--- src/rtl/i2s_rx.sv ---
`timescale 1ns/1ps
// i2s_rx -- Philips I2S receiver, stereo pair output with valid/ready handshake.
//
// Ports
//    clk12m     in   system clock, all logic on its rising edge
//    reset_n    in   asynchronous active-low reset
//    SCK        in   I2S bit clock (asynchronous, >= 8 clk12m cycles per period)
//    LRCLK      in   I2S word select (asynchronous), 0 = left, 1 = right
//    SDATA      in   I2S serial data, MSB first (asynchronous)
//    sample_l   out  last complete left word, MSB-aligned
//    sample_r   out  last complete right word, MSB-aligned
//    out_valid  out  sample_l/sample_r hold a new stereo pair
//    out_ready  in   consumer accepts the pair when high together with out_valid
//    overrun    out  sticky: a pair was overwritten before it was accepted
//
// Build option
//    I2S_RX_OFFSET_BIN_EN  when defined, words are output in offset binary
//                          (MSB inverted); otherwise two's complement unchanged.
module i2s_rx #(
   parameter int unsigned DATA_W = 16
) (
   input  logic              clk12m,
   input  logic              reset_n,
   input  logic              SCK,
   input  logic              LRCLK,
   input  logic              SDATA,
   output logic [DATA_W-1:0] sample_l,
   output logic [DATA_W-1:0] sample_r,
   output logic              out_valid,
   input  logic              out_ready,
   output logic              overrun
);

   localparam int unsigned         CNT_W   = $clog2(DATA_W + 1);
   localparam logic [CNT_W-1:0]    CNT_MAX = CNT_W'(DATA_W);
   localparam logic [DATA_W-1:0]   MSB_ONE = {1'b1, {(DATA_W-1){1'b0}}};

`ifdef I2S_RX_OFFSET_BIN_EN
   localparam logic [DATA_W-1:0]   FMT_MASK = MSB_ONE;
`else
   localparam logic [DATA_W-1:0]   FMT_MASK = '0;
`endif

   typedef enum logic [1:0] {
      ST_SYNC,
      ST_LEFT,
      ST_RIGHT
   } state_t;

   state_t state_q, state_d;

   // [0],[1] form the synchronizer; sck_q[2] is the edge-detect register
   logic [2:0]        sck_q;
   logic [1:0]        lr_q;
   logic [1:0]        sd_q;

   logic              lr_prev_q, lr_prev_d;
   logic [DATA_W-1:0] shift_q, shift_d;
   logic [CNT_W-1:0]  cnt_q, cnt_d;
   logic [DATA_W-1:0] hold_l_q, hold_l_d;
   logic [DATA_W-1:0] sample_l_q, sample_l_d;
   logic [DATA_W-1:0] sample_r_q, sample_r_d;
   logic              valid_q, valid_d;
   logic              ovr_q, ovr_d;

   logic              strobe;
   logic              lr_s;
   logic              sd_s;
   logic              lr_chg;
   logic [DATA_W-1:0] word;
   logic              load_hold;
   logic              load_pair;

   assign strobe = sck_q[1] & ~sck_q[2];
   assign lr_s   = lr_q[1];
   assign sd_s   = sd_q[1];
   assign lr_chg = strobe & (lr_s != lr_prev_q);

   // Current channel word including this strobe's bit. The bit lands at
   // position DATA_W-1-cnt; once cnt saturates the shift yields zero, so
   // surplus bits are dropped and short words stay MSB-aligned, zero-filled.
   always_comb begin
      word = shift_q | ((sd_s ? MSB_ONE : '0) >> cnt_q);
   end

   // Bit gathering
   always_comb begin
      lr_prev_d = lr_prev_q;
      shift_d   = shift_q;
      cnt_d     = cnt_q;
      if (strobe) begin
         lr_prev_d = lr_s;
         if (lr_chg) begin
            shift_d = '0;
            cnt_d   = '0;
         end else begin
            shift_d = word;
            if (cnt_q != CNT_MAX) begin
               cnt_d = cnt_q + CNT_W'(1);
            end
         end
      end
   end

   // Channel framing FSM
   always_comb begin
      state_d   = state_q;
      load_hold = 1'b0;
      load_pair = 1'b0;
      unique case (state_q)
         ST_SYNC: begin
            if (lr_chg && !lr_s) state_d = ST_LEFT;
         end
         ST_LEFT: begin
            if (lr_chg && lr_s) begin
               state_d   = ST_RIGHT;
               load_hold = 1'b1;
            end
         end
         ST_RIGHT: begin
            if (lr_chg && !lr_s) begin
               state_d   = ST_LEFT;
               load_pair = 1'b1;
            end
         end
         default: state_d = ST_SYNC;
      endcase
   end

   // Output pair and handshake
   always_comb begin
      hold_l_d   = hold_l_q;
      sample_l_d = sample_l_q;
      sample_r_d = sample_r_q;
      valid_d    = valid_q;
      ovr_d      = ovr_q;
      if (load_hold) begin
         hold_l_d = word;
      end
      if (load_pair) begin
         sample_l_d = hold_l_q ^ FMT_MASK;
         sample_r_d = word ^ FMT_MASK;
         valid_d    = 1'b1;
         if (valid_q && !out_ready) begin
            ovr_d = 1'b1;
         end
      end else if (out_ready) begin
         valid_d = 1'b0;
      end
   end

   always_ff @(posedge clk12m or negedge reset_n) begin
      if (!reset_n) begin
         state_q    <= ST_SYNC;
         sck_q      <= '0;
         lr_q       <= '0;
         sd_q       <= '0;
         lr_prev_q  <= 1'b0;
         shift_q    <= '0;
         cnt_q      <= '0;
         hold_l_q   <= '0;
         sample_l_q <= '0;
         sample_r_q <= '0;
         valid_q    <= 1'b0;
         ovr_q      <= 1'b0;
      end else begin
         state_q    <= state_d;
         sck_q      <= {sck_q[1:0], SCK};
         lr_q       <= {lr_q[0], LRCLK};
         sd_q       <= {sd_q[0], SDATA};
         lr_prev_q  <= lr_prev_d;
         shift_q    <= shift_d;
         cnt_q      <= cnt_d;
         hold_l_q   <= hold_l_d;
         sample_l_q <= sample_l_d;
         sample_r_q <= sample_r_d;
         valid_q    <= valid_d;
         ovr_q      <= ovr_d;
      end
   end

   assign sample_l  = sample_l_q;
   assign sample_r  = sample_r_q;
   assign out_valid = valid_q;
   assign overrun   = ovr_q;

endmodule
--- config.mk ---
export PLATFORM = sky130hd
export DESIGN_NAME = i2s_rx
export DESIGN_NICKNAME = d
export VERILOG_FILES = /design/src/rtl/i2s_rx.sv
export SDC_FILE = /design/constraint.sdc
export NUM_CORES = 1
export LEC_CHECK = 0
export ABC_AREA = 1
export CAP_MARGIN = 20
export CORE_ASPECT_RATIO = 0.5
export CORE_UTILIZATION = 55
export DETAILED_ROUTE_END_ITERATION = 12
export GPL_TIMING_DRIVEN = 0
export PLACE_DENSITY = 0.78
export SETUP_SLACK_MARGIN = 0.3
export SYNTH_ARGS = -nofsm -noshare
export SYNTH_HDL_FRONTEND = slang
export SYNTH_SLANG_ARGS = --single-unit
--- constraint.sdc ---
create_clock -name clk12m -period 1.6 [get_ports clk12m]
set_input_delay 0.16 -clock clk12m [delete_from_list [all_inputs] [get_ports clk12m]]
set_output_delay 0.16 -clock clk12m [all_outputs]
set_load 0.01 [all_outputs]
# Yosys cells after proc, flatten, opt, wreduce, memory -nomap -nowiden

Cells that the tools add are included.

$add $sub $neg: 1
Eq/ne operators: 6
Shift operators: 1
Multiplexer cells: 13
Bitwise operators: 4
Reduce and logical (&&, ||, !) cells: 12

Operators with widths:

| kind                  | count |
|---|---|
| $mux W16              | 2 |
| $or A16 B16 Y16       | 1 |
| $shr A16 B5 Y16       | 1 |
| $mux W5               | 2 |
| $mux W1               | 6 |
| $reduce_and A2 Y1     | 3 |
| $add A5 B1 Y5 const B | 1 |
| $ne A5 B5 Y1 const B  | 1 |
| $mux W2               | 2 |
| $pmux W2 S2           | 1 |
| $reduce_bool A2 Y1    | 2 |
| $logic_and A1 B1 Y1   | 3 |
| $and A1 B1 Y1         | 2 |
| $eq A2 B1 Y1 const B  | 1 |
| $eq A2 B2 Y1 const B  | 1 |
| $logic_not A1 Y1      | 2 |
| $logic_not A2 Y1      | 1 |
| $ne A2 B1 Y1 const B  | 1 |
| $ne A2 B2 Y1 const B  | 1 |
| $reduce_or A2 Y1      | 1 |
| $ne A1 B1 Y1          | 1 |
| $not A1 Y1            | 1 |

Register bits after elaboration: 81
Input bits: 6
Output and inout bits: 34
Word-level logic and storage cells: 49

# Logic depth before layout (Yosys ltp)

Depth after elaboration: 7
Mapped depth: 8
Mapped depth without buffers: 7

# Worst setup path before layout

No wires, ideal clock.

Path type: register -> register
Start: register sck_q[2]
End: register sample_l_q[10] (netlist: sample_l[10])
Setup time: 0.116 ns
Data arrival time: 1.104 ns
Data required time: 1.484 ns
Path slack: 0.380 ns
Stages on the path, launching flop included: 8
Path buffers: 1
Clock period less this slack: 1.220 ns
Cells stage by stage: dfrtp_1 inv_1 nand2_2 nor2_2 nand3_2 buf_6 nand2_1 nand2_1

Cells in the longest elaborated chain, start to end: 6

Ends and longest elaborated chain:

| element                | line | RTL |
|---|---|---|
| from (decl)            | 53   | `logic [2:0] sck_q;` |
| from (signal assigned) | 168  | `sck_q <= {sck_q[1:0], SCK};` |
| $not A1 Y1             | 74   | `assign strobe = sck_q[1] & ~sck_q[2];` |
| $and A1 B1 Y1          | 74   |  |
| $and A1 B1 Y1          | 77   | `assign lr_chg = strobe & (lr_s != lr_prev_q);` |
| $logic_and A1 B1 Y1    | 121  | `if (lr_chg && !lr_s) begin` |
| $mux W1                | 121  |  |
| $mux W1                | 110  | `unique case (state_q)` |
| to (signal assigned)   | 175  | `sample_l_q <= sample_l_d;` |
| to (decl)              | 61   | `logic [DATA_W-1:0] sample_l_q, sample_l_d;` |

Every way passes these cells.
A chain may end at the register's enable or synchronous reset.

# Worst setup path in the final report

Start: register cnt_q[1]
End: register sample_r_q[0] (netlist: sample_r[0])

Cells in the longest elaborated chain, start to end: 2

Ends and longest elaborated chain:

| element                | line | RTL |
|---|---|---|
| from (decl)            | 59   | `logic [CNT_W-1:0] cnt_q, cnt_d;` |
| from (signal assigned) | 173  | `cnt_q <= cnt_d;` |
| $shr A16 B5 Y16        | 83   | `word = shift_q \| ((sd_s ? MSB_ONE : '0) >> cnt_q);` |
| $or A16 B16 Y16        | 83   |  |
| to (signal assigned)   | 176  | `sample_r_q <= sample_r_d;` |
| to (decl)              | 62   | `logic [DATA_W-1:0] sample_r_q, sample_r_d;` |

Every way passes these cells.

==> impl_metrics.ini <==
[sta]
rsz0062_at_grt = true
clock_skew_ns = 0.00797
post-route-min-period_ns = 1.36
relSlewSlack_pct = 78.3
post-route-period-util_pct = 85.1
fmax_mhz = 735
finalMaxSlewViolations = 0
hold_violations = 0
worst_pin_slew_ns = 0.325
holdWs_ns = 0.218
setup_viol = 0

[floorplan]
ios = 40
initial_core_util_pct = 57.1
dieHeight_um = 58.2
die_x_um = 114
row_count = 20
core_area_um2 = 6080
die_area_um2 = 6660

[clocking]
clk_transition_reported_paths_ns = 0.06
cts-buffers-inserted = 9
ctsLongestPathBuffers = 2
cts_root_buf = clkbuf_16
clkSinkCount = 81
cts_tree = done
htreeDepth = 3
clkLatencyLatePin_ns = 0.34

[detailed_routing]
drt_wl_total_um = 8500
drc = 0
vias = 2953
final_antenna_net_count = 0
detail_route.wl_per_cell_um = 15.0
drt-initial-drc-count = 219
drtPass1Iterations = 6
vias_per_cell = 5.22

[place]
dpl_cell_area_um2 = 4000
place_inst = 527
hpwl_um = 5260
place_congestion = 0.901
portBuffers = 39

[critical_path]
critical_path_arrival_ns = 1.63
cp-startpoint = cnt_q[1]
cp.required_ns = 1.87
critPathLaunchType = flip-flop
crit_fanout = 5
worstSetupPathType = reg -> reg
cp-end-kind = flip-flop
regToRegStartpoint = cnt_q[1]

[logic_synthesis]
synth_top_cell_by_area = dfrtp_1
synth.area.top_cells = dfrtp_1, nand2_1, nand3_1
synth_seq_cells = 81
synth.top_cell.area_share_pct = 58.3
avgSynthCellArea_um2 = 8.71
synthFlopType = dfrtp_1
yosysSeqAreaShare_pct = 58.3
yosysUniqueCellTypes = 25
syn_area_um2 = 3470
syn_inst = 399
ys_top_cells_by_count = nand2_1, dfrtp_1, inv_1
synth_most_common_cell = nand2_1
synth_warnings = 0
synth_edf_count = 0
syn_nets = 407
async_reset_ff_share_pct = 100

[finish]
area_delta_synth_final_pct = 33.8
nets = 481
fin_area_um2 = 4650
antennaDiodeCount = 0
final_layout_size_suffix_gt1_share_pct = 22.6
final_cells = 566

[global_routing]
antenna_found_initial = 0
grt_max_degree = 67
grt_pass1_vias = 2640
gr-usage-all-layers_pct = 25.2
grt_pass1_wl_um = 12400
grt.overflow.total = 0

[hold_path]
worstHoldPathType = in -> async

[status]
status = complete, no violations

[flow_run]
maxCapViolCount = 0

[power]
p_leak_nw = 2.59
p_per_area_nw_per_um2 = 1070
ir_drop_uv = 979
## what timing repair did
action / in CTS / in global routing
buffers inserted: 10 / 9
pin swaps: 5 / 16
gates resized for setup: 47 / 60
endpoints found under the setup margin: 89 / 67
endpoints found under the hold margin: 15 / 0
hold buffers: 1 / 0
cloned: 0 / 3
## layer usage
metal | track usage (%) | part of all wire [%] | wire (µm)
met5 | 0 | 0 | 0
met4 | 5.38 | 1.3 | 110
met2 | 39.5 | 48 | 4040
met3 | 10.0 | 7.3 | 621
met1 | 33.5 | 44 | 3720
## metrics by stage
step | TNS (ns) | power, mW | setup WS, ns | utilization (%)
floorplan | 0 | 2.58 | 0.380 | -
global placement | -178.86 | 2.73 | -2.21 | 65.4
finish | 0 | 4.97 | 0.239 | 76.5
global route | 0 | 5.17 | 0.146 | 76.5
detailed placement | 0 | 2.77 | 0.149 | 65.8
CTS | 0 | 4.83 | 0.294 | 71.9
## critical path: stages, from the launching register on
cell and delay, ns:
dfrtp_1 0.37, buf_6 0.13, buf_4 0.12, nand3_1 0.12, nor2_2 0.15, nand2_1 0.11
nand2_2 0.11, nand2_1 0.08, nand2_1 0.10
## report_power, final
part	leakage (nW)	internal [mW]	switching, mW
sequential	1.10	2.15	0.0989
clock	0.139	1.20	0.789
combinational	1.35	0.287	0.440
total	2.59	3.64	1.33
## state kept, by name, indices dropped and copies added, names as in the netlist, 2 cells and up
| register | cells |
|---|---|
| shift_q | 16 |
| sample_r | 16 |
| lr_q | 2 |
| cnt_q | 5 |
| hold_l_q | 16 |
| sample_l | 16 |
| sd_q | 2 |
| state_q | 2 |
| sck_q | 3 |
## cell usage in the layout, fill, tap and decap left out, drive strengths merged, types with 3 or more instances in the layout
cell	instances
nand4	5
dlygate4sd2	34
nand3	23
clkbuf	12
nand2	189
nor2	15
o21ai	18
buf	37
dfrtp	81
o21bai	3
clkinv	3
inv	31
clkdlybuf4s50	4
a21oi	14
## cell families (layout without fill, tap and decap cells)
group	Yosys count	in the layout	synth area share, %
AO/OA/AOI/OAI	35	35	5.58
XOR/XNOR	1	1	0.252
adder cells (fa/ha/maj)	2	2	0.720
buffers and inverters	45	124	6.34
flip-flops	81	81	58.3
AND/OR/NAND/NOR	235	235	28.8
## cell type report
| class | count | area, µm² |
|---|---|---|
| Sequential cell | 81 | 2030 |
| Fill cell | 398 | 1430 |
| Multi-Input combinational cell | 273 | 1370 |
| Timing Repair Buffer | 63 | 579 |
| Clock buffer | 11 | 233 |
| Buffer | 14 | 150 |
| Inverter | 31 | 121 |
| Tap cell | 88 | 110 |
| Clock inverter | 5 | 56.3 |
## path summary, 6_finish.rpt
check	cells after the start	endpoint	slack [ns]
max	8	sample_r[0]	0.24
min	2	overrun	0.22
max reg2reg	8	sample_r[0]	0.24
min reg2reg	0	lr_q[1]	0.35
max in group asynchronous	3	lr_q[1]	0.78
min in group clk12m	1	lr_q[0]	0.26
(Power assumes the default switching activity.)
